<file path="config.mk">
export PLATFORM = sky130hd
export DESIGN_NAME = uart_tx_frame
export DESIGN_NICKNAME = d
export VERILOG_FILES = /design/src/rtl/uart_pkg.sv /design/src/rtl/uart_bit_timer.sv /design/src/rtl/uart_tx_frame.sv
export SDC_FILE = /design/constraint.sdc
export NUM_CORES = 1
export LEC_CHECK = 0
export ABC_AREA = 1
export BUFFER_PORTS_ARGS = -buffer_cell sky130_fd_sc_hd__clkbuf_2
export CAP_MARGIN = 0
export CELL_PAD_IN_SITES_DETAIL_PLACEMENT = 1
export CELL_PAD_IN_SITES_GLOBAL_PLACEMENT = 1
export CORE_AREA = 2 2 67 82
export DETAILED_ROUTE_END_ITERATION = 16
export DIE_AREA = 0 0 69 84
export HOLD_SLACK_MARGIN = 0.02
export PLACE_DENSITY = 0.84
export SYNTH_ARGS = -nofsm -noshare
export SYNTH_HDL_FRONTEND = slang
export SYNTH_SLANG_ARGS = --single-unit
</file>
<file path="constraint.sdc">
create_clock -name i_clock -period 3.1 [get_ports i_clock]
set_input_delay 0.62 -clock i_clock [delete_from_list [all_inputs] [get_ports i_clock]]
set_output_delay 0.62 -clock i_clock [all_outputs]
set_load 0.03 [all_outputs]
</file>
<file path="src/rtl/uart_pkg.sv">
// Shared UART definitions: FSM state encoding, parity modes and default timing.
// Used by both the transmit and receive paths.
package uart_pkg;

  typedef enum logic [2:0] {
    ST_IDLE   = 3'd0,
    ST_START  = 3'd1,
    ST_DATA   = 3'd2,
    ST_PARITY = 3'd3,
    ST_STOP   = 3'd4
  } uart_state_t;

  localparam logic [1:0] PAR_NONE = 2'd0;
  localparam logic [1:0] PAR_EVEN = 2'd1;
  localparam logic [1:0] PAR_ODD  = 2'd2;

  localparam int OVERSAMPLE_DEFAULT = 16;

  // Mode 3 is reserved and behaves as no parity.
  function automatic logic parity_enabled(input logic [1:0] mode);
    return (mode == PAR_EVEN) || (mode == PAR_ODD);
  endfunction

endpackage

</file>
<file path="src/rtl/uart_bit_timer.sv">
// Counts oversampling ticks within one bit period and flags the last tick.
// i_clear holds the counter at zero (used while the line is idle).
module uart_bit_timer #(
  parameter int OVERSAMPLE = uart_pkg::OVERSAMPLE_DEFAULT
) (
  input  logic i_clock,
  input  logic i_reset,
  input  logic i_clear,
  input  logic i_tick,
  output logic o_bit_end
);

  localparam int CW = $clog2(OVERSAMPLE);
  localparam logic [CW-1:0] LAST = CW'(OVERSAMPLE - 1);

  logic [CW-1:0] tick_cnt;

  assign o_bit_end = i_tick && !i_clear && (tick_cnt == LAST);

  always_ff @(posedge i_clock) begin
    if (i_reset || i_clear) begin
      tick_cnt <= '0;
    end else if (i_tick) begin
      tick_cnt <= o_bit_end ? '0 : tick_cnt + CW'(1);
    end
  end

endmodule

</file>
<file path="src/rtl/uart_tx_frame.sv">
// Runtime-configurable UART transmitter: one-entry holding register feeding an
// LSB-first serialiser with start, 5..NB_DATA data, optional parity and 1-2 stop bits.
module uart_tx_frame
  import uart_pkg::*;
#(
  parameter int NB_DATA    = 8,
  parameter int OVERSAMPLE = OVERSAMPLE_DEFAULT,
  parameter int NB_LEN     = 4
) (
  input  logic               i_clock,
  input  logic               i_reset,
  input  logic               i_tick,
  input  logic [NB_DATA-1:0] i_data,
  input  logic               i_valid,
  output logic               o_ready,
  input  logic [NB_LEN-1:0]  i_cfg_data_len,
  input  logic [1:0]         i_cfg_parity,
  input  logic               i_cfg_two_stop,
  output logic               o_tx,
  output logic               o_busy,
  output logic               o_tx_done,
  output uart_state_t        o_state
);

  // Handshake: a byte transfers on any edge where i_valid && o_ready; o_ready is
  // simply "holding register empty" and never depends on i_valid.

  uart_state_t        state, state_next;
  logic               hold_full;
  logic [NB_DATA-1:0] hold_data;
  logic [NB_DATA-1:0] shifter;
  logic [NB_LEN-1:0]  bit_cnt;
  logic               stop_cnt;
  logic [NB_LEN-1:0]  cfg_len;
  logic               cfg_par_en;
  logic               cfg_par_bit;
  logic               cfg_two_stop;

  logic               bit_end;
  logic               write;
  logic               load;
  logic               shift;
  logic               bit_inc;
  logic               stop_inc;
  logic               tx_next;
  logic               done_next;
  logic               data_last;
  logic               stop_last;
  logic [NB_LEN-1:0]  len_eff;
  logic [NB_DATA-1:0] len_mask;
  logic               par_calc;

  assign o_ready   = !hold_full;
  assign write     = i_valid && o_ready;
  assign o_state   = state;
  assign data_last = (bit_cnt == cfg_len - NB_LEN'(1));
  assign stop_last = (stop_cnt == cfg_two_stop);

  uart_bit_timer #(.OVERSAMPLE(OVERSAMPLE)) u_bit_timer (
    .i_clock  (i_clock),
    .i_reset  (i_reset),
    .i_clear  (state == ST_IDLE),
    .i_tick   (i_tick),
    .o_bit_end(bit_end)
  );

  // Frame configuration derived from the live inputs; only captured on load.
  always_comb begin
    len_eff = i_cfg_data_len;
    if (int'(i_cfg_data_len) < 5 || int'(i_cfg_data_len) > NB_DATA) begin
      len_eff = NB_LEN'(NB_DATA);
    end
    for (int i = 0; i < NB_DATA; i++) begin
      len_mask[i] = (i < int'(len_eff));
    end
    par_calc = ^(hold_data & len_mask);
    if (i_cfg_parity == PAR_ODD) begin
      par_calc = ~par_calc;
    end
  end

  always_ff @(posedge i_clock) begin
    if (i_reset) begin
      state <= ST_IDLE;
    end else begin
      state <= state_next;
    end
  end

  always_comb begin
    state_next = state;
    case (state)
      ST_IDLE:   if (hold_full) state_next = ST_START;
      ST_START:  if (bit_end) state_next = ST_DATA;
      ST_DATA:   if (bit_end && data_last) state_next = cfg_par_en ? ST_PARITY : ST_STOP;
      ST_PARITY: if (bit_end) state_next = ST_STOP;
      ST_STOP:   if (bit_end && stop_last) state_next = ST_IDLE;
      default:   state_next = ST_IDLE;
    endcase
  end

  always_comb begin
    o_busy    = (state != ST_IDLE);
    load      = 1'b0;
    shift     = 1'b0;
    bit_inc   = 1'b0;
    stop_inc  = 1'b0;
    done_next = 1'b0;
    tx_next   = o_tx;
    case (state)
      ST_IDLE: begin
        if (hold_full) begin
          load    = 1'b1;
          tx_next = 1'b0;
        end
      end
      ST_START: begin
        if (bit_end) begin
          tx_next = shifter[0];
          shift   = 1'b1;
        end
      end
      ST_DATA: begin
        if (bit_end) begin
          if (data_last) begin
            tx_next = cfg_par_en ? cfg_par_bit : 1'b1;
          end else begin
            tx_next = shifter[0];
            shift   = 1'b1;
            bit_inc = 1'b1;
          end
        end
      end
      ST_PARITY: begin
        if (bit_end) tx_next = 1'b1;
      end
      ST_STOP: begin
        tx_next = 1'b1;
        if (bit_end) begin
          if (stop_last) done_next = 1'b1;
          else           stop_inc  = 1'b1;
        end
      end
      default: tx_next = 1'b1;
    endcase
  end

  always_ff @(posedge i_clock) begin
    if (i_reset) begin
      hold_full <= 1'b0;
      o_tx      <= 1'b1;
      o_tx_done <= 1'b0;
      bit_cnt   <= '0;
      stop_cnt  <= 1'b0;
    end else begin
      o_tx      <= tx_next;
      o_tx_done <= done_next;
      if (load) begin
        hold_full <= 1'b0;
      end else if (write) begin
        hold_full <= 1'b1;
      end
      if (load) begin
        bit_cnt  <= '0;
        stop_cnt <= 1'b0;
      end else begin
        if (bit_inc)  bit_cnt  <= bit_cnt + NB_LEN'(1);
        if (stop_inc) stop_cnt <= 1'b1;
      end
    end
  end

  // Payload and latched configuration need no reset: they are only read after a load.
  always_ff @(posedge i_clock) begin
    if (write) begin
      hold_data <= i_data;
    end
    if (load) begin
      shifter      <= hold_data;
      cfg_len      <= len_eff;
      cfg_par_en   <= parity_enabled(i_cfg_parity);
      cfg_par_bit  <= par_calc;
      cfg_two_stop <= i_cfg_two_stop;
    end else if (shift) begin
      shifter <= shifter >> 1;
    end
  end

endmodule
</file>
Yosys cells after proc, flatten, opt, wreduce, memory -nomap -nowiden

Index checks and enable logic that the tools add are counted.

Muxes and demuxes: 30
Equality and inequality tests: 15
Reduce and logical (&&, ||, !) cells: 18
Add/subtract/negate cells: 3
Shift operators: 0
Multipliers: 0
Bitwise gates (word level): 4
Order comparisons: 10
Divide/modulo/power cells: 0

Operators by type and width:

| operator                                            | number |
|---|---|
| 2-to-1 mux 3 bit                                    | 6 |
| 2-to-1 mux 1 bit                                    | 17 |
| < comparator 3 x 4 -> 1 bit, first input constant   | 4 |
| 2-to-1 mux 8 bit                                    | 2 |
| one-hot mux 3 bit (5 select lines)                  | 1 |
| != test 2 bit, second input constant                | 6 |
| adder 4 x 1 -> 4 bit, second input constant         | 2 |
| bitwise AND 8 bit                                   | 1 |
| < comparator 1 x 4 -> 1 bit, first input constant   | 2 |
| < comparator 2 x 4 -> 1 bit, first input constant   | 2 |
| 2-to-1 mux 4 bit                                    | 2 |
| XOR reduction 8 bit                                 | 1 |
| equality test 3 x 2 -> 1 bit, second input constant | 2 |
| logical AND 1 bit                                   | 5 |
| AND reduction 5 bit                                 | 1 |
| equality test 4 bit                                 | 1 |
| equality test 4 bit, second input constant          | 1 |
| > comparator 4 bit, second input constant           | 1 |
| < comparator 4 x 3 -> 1 bit, second input constant  | 1 |
| one-hot mux 1 bit (4 select lines)                  | 1 |
| AND reduction 4 bit                                 | 1 |
| subtractor 4 x 1 -> 4 bit, second input constant    | 1 |
| equality test 3 x 1 -> 1 bit, second input constant | 1 |
| equality test 3 bit, second input constant          | 1 |
| other kinds (12)                                    | 17 |

Latch bits: 0
Register bits after elaboration: 38
Output and inout bits: 7
Bits in writable memories: 0
Bits of input ports: 19
Bits in read-only memories: 0
Memories: 0
Word-level logic and storage cells: 93

Depth between registers and ports, before layout

Gate-level depths: netlist (run 1).

Depth in word-level cells: 8
Mapped depth: 13
Depth with buffers taken out: 13

Cells and area by module

From an unflattened synthesis (run 1), not the netlist that was laid out.

Cell total of the unflattened synthesis: 242
Area, all modules: 2,013.2 um^2

By module, submodules not included:

| module         | instances | area an instance (um^2) | sequential area each (um^2) | cells each |
|---|---|---|---|---|
| uart_tx_frame  | 1         | 1,815.5                 | 910.9                       | 214 |
| uart_bit_timer | 1         | 197.7                   | 80.1                        | 28 |

Worst setup path before layout (run 1)

OpenSTA, ideal clock, no wires.

Kind: register to register
Start point: register state[0], in the netlist o_state[0]
End point: register shifter[0], enable pin
Required time: 2,724 ps
Cell stages (with the launch flop): 9
Path buffers: 1
Clock period less this slack: 2,074 ps
Path slack: 1,026 ps
Arrival time: 1,698 ps
Library setup time: 376 ps
Path through: dfxtp_1 -> inv_1 -> nand2_2 -> nor2_4 -> inv_2 -> nor2_4 -> inv_2 -> buf_2 -> o211ai_1

Elaborated cells between the ends (all ways): 11
Classes of those cells: 2 x eq/ne; 4 x mux; 5 x reduce/logical

RTL lines:

| what                         | line                 | text |
|---|---|---|
| start: declaration           | uart_tx_frame.sv:28  | `uart_state_t state, state_next;` |
| start signal: assignment     | uart_tx_frame.sv:86  | `state <= state_next;` |
| logical NOT 3 bit            | uart_tx_frame.sv:110 | `case (state)` |
| 2-to-1 mux 1 bit             | uart_tx_frame.sv:110 |  |
| named net load               | uart_tx_frame.sv:41  | `logic load;` |
| nonzero test 2 bit (no line) | -                    |  |
| end signal: assignment       | uart_tx_frame.sv:179 | `shifter <= hold_data;` |
| end signal: assignment       | uart_tx_frame.sv:185 | `shifter <= shifter >> 1;` |
| end: declaration             | uart_tx_frame.sv:31  | `logic [NB_DATA-1:0] shifter;` |

The timed path passes the listed nets, and every way through them passes these cells.
A chain may end at the register's enable or synchronous reset.

Worst setup path in the final report (run 1)

Start point: register cfg_len[0]
End point: register shifter[3], enable pin

Longest elaborated chain between the ends: 6

Ends and longest elaborated chain:

| what                               | line                 | text |
|---|---|---|
| start: declaration                 | uart_tx_frame.sv:34  | `logic [NB_LEN-1:0] cfg_len;` |
| start signal: assignment           | uart_tx_frame.sv:180 | `cfg_len <= len_eff;` |
| subtractor 4 x 1 -> 4 bit          | uart_tx_frame.sv:56  | `assign data_last = (bit_cnt == cfg_len - NB_LEN'(1));` |
| equality test 4 bit                | uart_tx_frame.sv:56  |  |
| 2-to-1 mux 1 bit                   | uart_tx_frame.sv:125 | `if (data_last) begin` |
| 2-to-1 mux 1 bit                   | uart_tx_frame.sv:124 | `if (bit_end) begin` |
| one-hot mux 1 bit (2 select lines) | uart_tx_frame.sv:110 |  |
| nonzero test 2 bit (no line)       | -                    |  |

Every way passes these cells.

==> results of run 1 <==
-- layout by cell type, fill, tap and decap left out, drive strengths merged, types with 2 or more instances in the layout --
cell type / synthesis / final
nand2: 63 / 63
inv: 40 / 40
clkbuf: 0 / 33
edfxtp: 23 / 23
nor2: 21 / 21
a21oi: 16 / 16
nand3: 15 / 15
dfxtp: 15 / 15
o21ai: 10 / 10
xor2: 8 / 8
nand4: 5 / 5
ha: 4 / 4
xnor2: 3 / 3
nor3: 2 / 2
-- path summary, 6_finish.rpt --
path | startpoint | to | cells after the start
worst max-delay path | cfg_len[0] | shifter[3] | 8
worst min-delay path | i_data[6] | hold_data[6] | 1
worst max register to register | cfg_len[0] | shifter[3] | 8
worst min register to register | stop_cnt | stop_cnt | 2
-- metal layers --
metal	part of all wire	GRT usage	vias up
met1	0.40	0.175	734
met2	0.55	0.301	17
met4	0.017	0.0784	0
li1	-	-	804
met5	0	0	-
met3	0.025	0.0386	7
-- critical path, stage by stage, from the launching register on --
cell	delay, ns
edfxtp_1	0.42
inv_1	0.11
ha_1	0.25
nand2_1	0.08
nand2_1	0.05
nor2_1	0.15
nand3_1	0.20
nand2_1	0.15
o211ai_1	0.32
-- logic make-up after synthesis --
logic type               count (synthesis)  share of synthesized area
AND/OR/NAND/NOR                        108                      0.257
buffers and inverters                   41                     0.0789
flip-flops                              38                      0.504
AO/OA/AOI/OAI                           28                     0.0808
XOR/XNOR                                11                     0.0490
adder cells (fa/ha/maj)                  4                     0.0255
multiplexers                             1                    0.00509
-- power groups by stage --
stage / clock network, W / registers (W) / logic (W)
floorplan: 0 / 0.000733 / 0.000460
global placement: 0 / 0.000700 / 0.000635
detailed placement: 0 / 0.000705 / 0.000656
CTS: 0.000369 / 0.000694 / 0.000662
global route: 0.000381 / 0.000704 / 0.000739
finish: 0.000353 / 0.000692 / 0.000656
-- state kept, by name, summed over array words and instances (netlist names) --
signal,flops
hold_data,8
shifter,8
bit_cnt,4
cfg_len,4
u_bit_timer.tick_cnt,4
o_state,3
cfg_par_bit,1
cfg_par_en,1
cfg_two_stop,1
hold_full,1
o_tx,1
o_tx_done,1
stop_cnt,1
-- layout make-up --
cell class / count / share of cell area
sequential: 38 / 0.440
clock buffer: 8 / 0.0400
tap: 62 / 0.0344
multi-input combinational: 152 / 0.364
timing repair buffer: 25 / 0.0555
inverter: 40 / 0.0666
-- per-stage QoR --
stage | cell area, um^2 | setup WS (ns)
2_1_floorplan | 1970 | 1.03
3_3_place_gp | 2160 | 1.08
3_5_place_dp | 2160 | 1.00
4_1_cts | 2250 | 0.986
5_1_grt | 2250 | 0.719
6_report | 2250 | 1.02
==> results.tsv, run 1 <==
stage	metric	value	unit
global_route	first-pass GRT wire length	7.53	mm
pwr	Clk network pwr share	0.207	
synth	FFs w/ async S/R, synth	0	
cts	Sink Count	38	
synth	top cell type's share of synthesized area	0.351	
global_route	vias in the first global route	1692	
pwr	sw frac	0.400	
routing	WL final	4.29	mm
sta	Max transition margin	0.492	
routing	number of routed nets with antenna violations	0	
worst_setup_path	CP Max Fanout	8	
die	die width	69	um
final_layout	Sequential Area	991	um^2
cts	# Post-CTS Setup Buffers	0	
sta	Final Slew Violations	0	
global_route	initial antenna violation count	0	
worst_setup_path	R2R Setup Slk	1.02	ns
final_layout	utilization after layout	0.444	
cts	Skew-Pair Late Insertion Delay	0.29	ns
synth	Mapped Cells	231	
final_layout	Fillers	645	
place	Placer Congestion	0.868	
sta	Tcrit/Tclk final	0.670	
worst_setup_path	Worst Path Class, Setup	reg2reg	
global_route	GRT Util Overall	0.164	
cts	Post-CTS Hold Fix Bufs	0	
worst_hold_path	worst hold path class	in2reg	
final_layout	Multi-input gate area	820	um^2
place	DP Cell Count	317	
routing	Via density	4.81	
routing	WL/cell	13.2	um
global_route	GRT Residual Overflow	0	
routing	first-pass iteration count of the detailed router	4	
worst_setup_path	arrival time at the worst endpoint	2.02	ns
synth	synth unique cells	28	
routing	DRT iter0 DRCs	69	
sta	worst slew pin tran	0.759	ns
place	post-detail-place hpwl	3.36	mm
cts	clk buf depth	2	
worst_setup_path	CP endpoint kind	flip-flop	
sta	Max Fclk	481	MHz
pwr	sequential power share	0.407	
cts	CTS tree	yes	
final_layout	area grow syn2layout	14.6	%
pwr	maximum vdd drop	0.367	mV
worst_setup_path	Req. time, crit path	3.04	ns
synth	Post-synth EDFFs	23	
sta	worst hold slack	0.502	ns
pwr	Internal	0.00102	W
routing	via count	1562	
synth	#FFs+latches synth	38	
final_layout	Post-Layout Cell Count	325	
sta	fin crit period	2.08	ns
synth	ys flop type	edfxtp_1	
synth	Syn Area/Cell	8.51	um^2
pwr	leakage power	1.05	nW
routing	# DRC	0	
pwr	Comb pwr share	0.386	
sta	RSZ-0062 raised after global routing	false	
status	status	finished clean	
synth	Area contributors post-synth	edfxtp_1, dfxtp_1, nand2_1	
cts	post-CTS sizing	0	
final_layout	layout net count	285	
pwr	net switching power	0.000681	W
die	Chip Height	84	um
synth	cell with the most instances after synthesis	nand2_1	
worst_setup_path	crit path launch type	flip-flop	
synth	dominant cell type by area after synthesis	edfxtp_1	
pwr	Power Dens Cells	755	nW/um^2
run	Max-cap violations	0	
sta	Fin. Hold Viols	0	
pwr	total power	0.00170	W
final_layout	layout cells sized above 1	0.163	
cts	TritonCTS Buffers	5	
die	core area	5080	um^2
synth	top post-synthesis cells by count	nand2_1, inv_1, edfxtp_1, nor2_1	
die	Initial Util	0.387	
sta	setup violators final	0	
synth	Netlist Area Pre-Place	1970	um^2
synth	Syn Nets	254	
global_route	largest net degree at the start of global routing	14	
sta	clk_skew	0.00576	ns
sta	setup tns final	0	ns
cts	master cell of the clock root buffer	clkbuf_8	
die	IO Pins	26	
synth	register area share after synthesis	0.504	
cts	Reg clk slew, reported paths	0.07	ns
final_layout	Ant. Diodes	0	
place	Port-buffer cells	25	
cts	H-tree depth	2	
die	# rows	29	
synth	Ys Warns	0	
die	Die ar.	5800	um^2
No activity file was read; power rests on OpenSTA's default activity.
==> inputs of run 2 (changes only) <==
- clock period: 3.1 -> 2.2 ns (I/O delays scaled with it)
==> run 2 against run 1 <==
Against the previous run: worst setup slack lost 0.78 ns; power grew 46%; routed wire length grew 5.9%; first-iteration DRC count grew 65%; register-to-register slack lost 0.78 ns.
==> results.tsv, run 2 (synthesis results as in run 1) <==
stage	metric	value	unit	change
die	IO Pins	26		unchanged
routing	# DRC	0		unchanged
routing	number of routed nets with antenna violations	0		unchanged
worst_setup_path	CP max stage delay	0.42	ns	about the same
die	Chip Height	84	um	unchanged
final_layout	post-route cell area	2290	um^2	+1.6%
status	status	finished clean		
sta	Max transition margin	0.814		+0.322
die	Initial Util	0.387		unchanged
place	Port-buffer cells	25		unchanged
place	post-detail-place hpwl	3.58	mm	+6.6%
pwr	leakage power	1.08	nW	+2.5%
die	die width	69	um	unchanged
worst_setup_path	crit path buf inv count	2		+1
worst_setup_path	Worst Path Class, Setup	reg2reg		
final_layout	area grow syn2layout	16.5	%	
routing	WL final	4.55	mm	+5.9%
sta	worst slew pin tran	0.278	ns	-0.481 ns
pwr	Power Dens Cells	1090	nW/um^2	+44%
worst_hold_path	hold path startpoint	i_data[0]		
cts	post-CTS sizing	0		unchanged
place	Post-Place Cell Area	2180	um^2	+0.69%
cts	Sink Count	38		unchanged
sta	Max Fclk	510	MHz	+6.1%
cts	CTS tree	yes		
worst_hold_path	Hold Path End	hold_data[0]		
final_layout	Largest regs	hold_data (8), shifter (8)		
worst_hold_path	Hold Path Depth	1		unchanged
routing	via count	1621		+3.8%
worst_setup_path	Critical-path top delay cell	edfxtp_1		
die	core area	5080	um^2	unchanged
cts	master cell of the clock root buffer	clkbuf_8		
routing	DRT iter0 DRCs	114		+65%
pwr	total power	0.00249	W	+46%
sta	Final Slew Violations	0		unchanged
sta	setup tns final	0	ns	unchanged
routing	WL/cell	13.9	um	+5.0%
worst_setup_path	Top delay family on crit path	simple AND/OR/NAND/NOR gates		
worst_setup_path	CP startpoint	cfg_len[0]		
cts	clk buf depth	2		unchanged
sta	Tcrit/Tclk final	0.890		+0.220
worst_setup_path	r2r endpoint	shifter[7]		
cts	H-tree depth	2		unchanged
sta	clk_skew	0.0160	ns	+0.0102 ns
pwr	maximum vdd drop	0.611	mV	+67%
worst_setup_path	arrival time at the worst endpoint	2.00	ns	-0.02 ns
place	DP Cell Count	319		+0.63%
worst_setup_path	worst r2r src	cfg_len[0]		
final_layout	layout cells sized above 1	0.180		+0.0170
worst_setup_path	CP Max Fanout	8		unchanged
die	Die ar.	5800	um^2	unchanged
sta	fin crit period	1.96	ns	-0.119 ns
sta	Fin. Hold Viols	0		unchanged
global_route	GRT Residual Overflow	0		unchanged
global_route	first-pass GRT wire length	7.82	mm	+3.9%
run	Max-cap violations	0		unchanged
worst_setup_path	CP Cell Sequence	inv_1, ha_1, nand2_1, nand2_1, nor2_1, nand3_1, nand2_1, o211ai_1, buf_4		
final_layout	Fillers	629		-2.5%
sta	RSZ-0062 raised after global routing	false		
final_layout	Post-Layout Cell Count	328		+0.92%
worst_setup_path	R2R Setup Slk	0.24	ns	-0.78 ns
final_layout	Ant. Diodes	0		unchanged
cts	TritonCTS Buffers	5		unchanged
worst_setup_path	most used cell, CP	nand2_1		
worst_setup_path	CP endpoint kind	flip-flop		
global_route	GRT Util Overall	0.170		+0.00553
final_layout	highest-count cells in the layout ignoring fill and taps	nand2_1, inv_1, clkbuf_2		
sta	setup violators final	0		unchanged
cts	Post-CTS Hold Fix Bufs	0		unchanged
place	Placer Congestion	0.819		-5.7%
die	# rows	29		unchanged
global_route	largest net degree at the start of global routing	14		unchanged
routing	first-pass iteration count of the detailed router	4		unchanged
worst_setup_path	crit path launch type	flip-flop		
worst_setup_path	Req. time, crit path	2.24	ns	-0.80 ns
cts	Skew-Pair Late Insertion Delay	0.30	ns	about the same
worst_hold_path	worst hold path class	in2reg		
final_layout	layout net count	288		+1.1%
global_route	vias in the first global route	1711		+1.1%
global_route	initial antenna violation count	0		unchanged
routing	Via density	4.94		+2.8%
sta	worst hold slack	0.324	ns	-0.178 ns
final_layout	commonest non-fill, non-tap cell in the layout	nand2_1		
cts	Reg clk slew, reported paths	0.08	ns	about the same
worst_setup_path	cell depth of the worst flop-to-flop path	9		+1
run 2: where the power goes:
part           total, W  switching (W)  internal, W
Clock          0.000551       0.000262     0.000288
Sequential     0.000974      0.0000688     0.000905
Combinational  0.000964       0.000672     0.000293
Total           0.00249        0.00100      0.00149
run 2: area by class of cell:
type | count | area (um^2) | share of cell area
sequential | 38 | 991 | 0.433
tap | 62 | 77.6 | 0.0339
clock buffer | 6 | 93.8 | 0.0410
clock inverter | 2 | 10.0 | 0.00437
multi-input combinational | 152 | 820 | 0.358
timing repair buffer | 28 | 148 | 0.0645
inverter | 40 | 150 | 0.0656
run 2: worst max path at each step:
stage	end	slack [ns]	depth (start not counted)
floorplan	shifter[0]	0.13	8
global placement	shifter[4]	0.21	8
detailed placement	shifter[4]	0.06	8
CTS	shifter[2]	0.04	8
global route	shifter[4]	0.09	11
finish	shifter[7]	0.24	9
run 2: what timing repair did:
item                                    CTS  global route
endpoints found under the setup margin    0             8
buffers inserted                          0             1
hold endpoints to repair                  0             0
run 2: worst reg2reg max path, stage by stage, from the launching register on:
cell and delay [ns]:
edfxtp_1 0.42, inv_1 0.12, ha_1 0.25, nand2_1 0.07, nand2_1 0.05, nor2_1 0.15, nand3_1 0.20, nand2_1 0.16
o211ai_1 0.10, buf_4 0.19
run 2: layer usage:
metal / vias to the layer above / routed length (um) / global-route usage
li1: 808 / - / -
met1: 784 / 1810 / 0.177
met5: - / 0 / 0
met3: 7 / 122 / 0.0290
met2: 22 / 2540 / 0.336
met4: 0 / 67 / 0.0553
run 2: per-stage QoR:
step           setup slack (ns)  utilization
3_3_place_gp              0.207        0.429
2_1_floorplan             0.126            -
4_1_cts                  0.0405        0.449
6_report                  0.241        0.451
5_1_grt                  0.0872        0.451
3_5_place_dp             0.0570        0.429
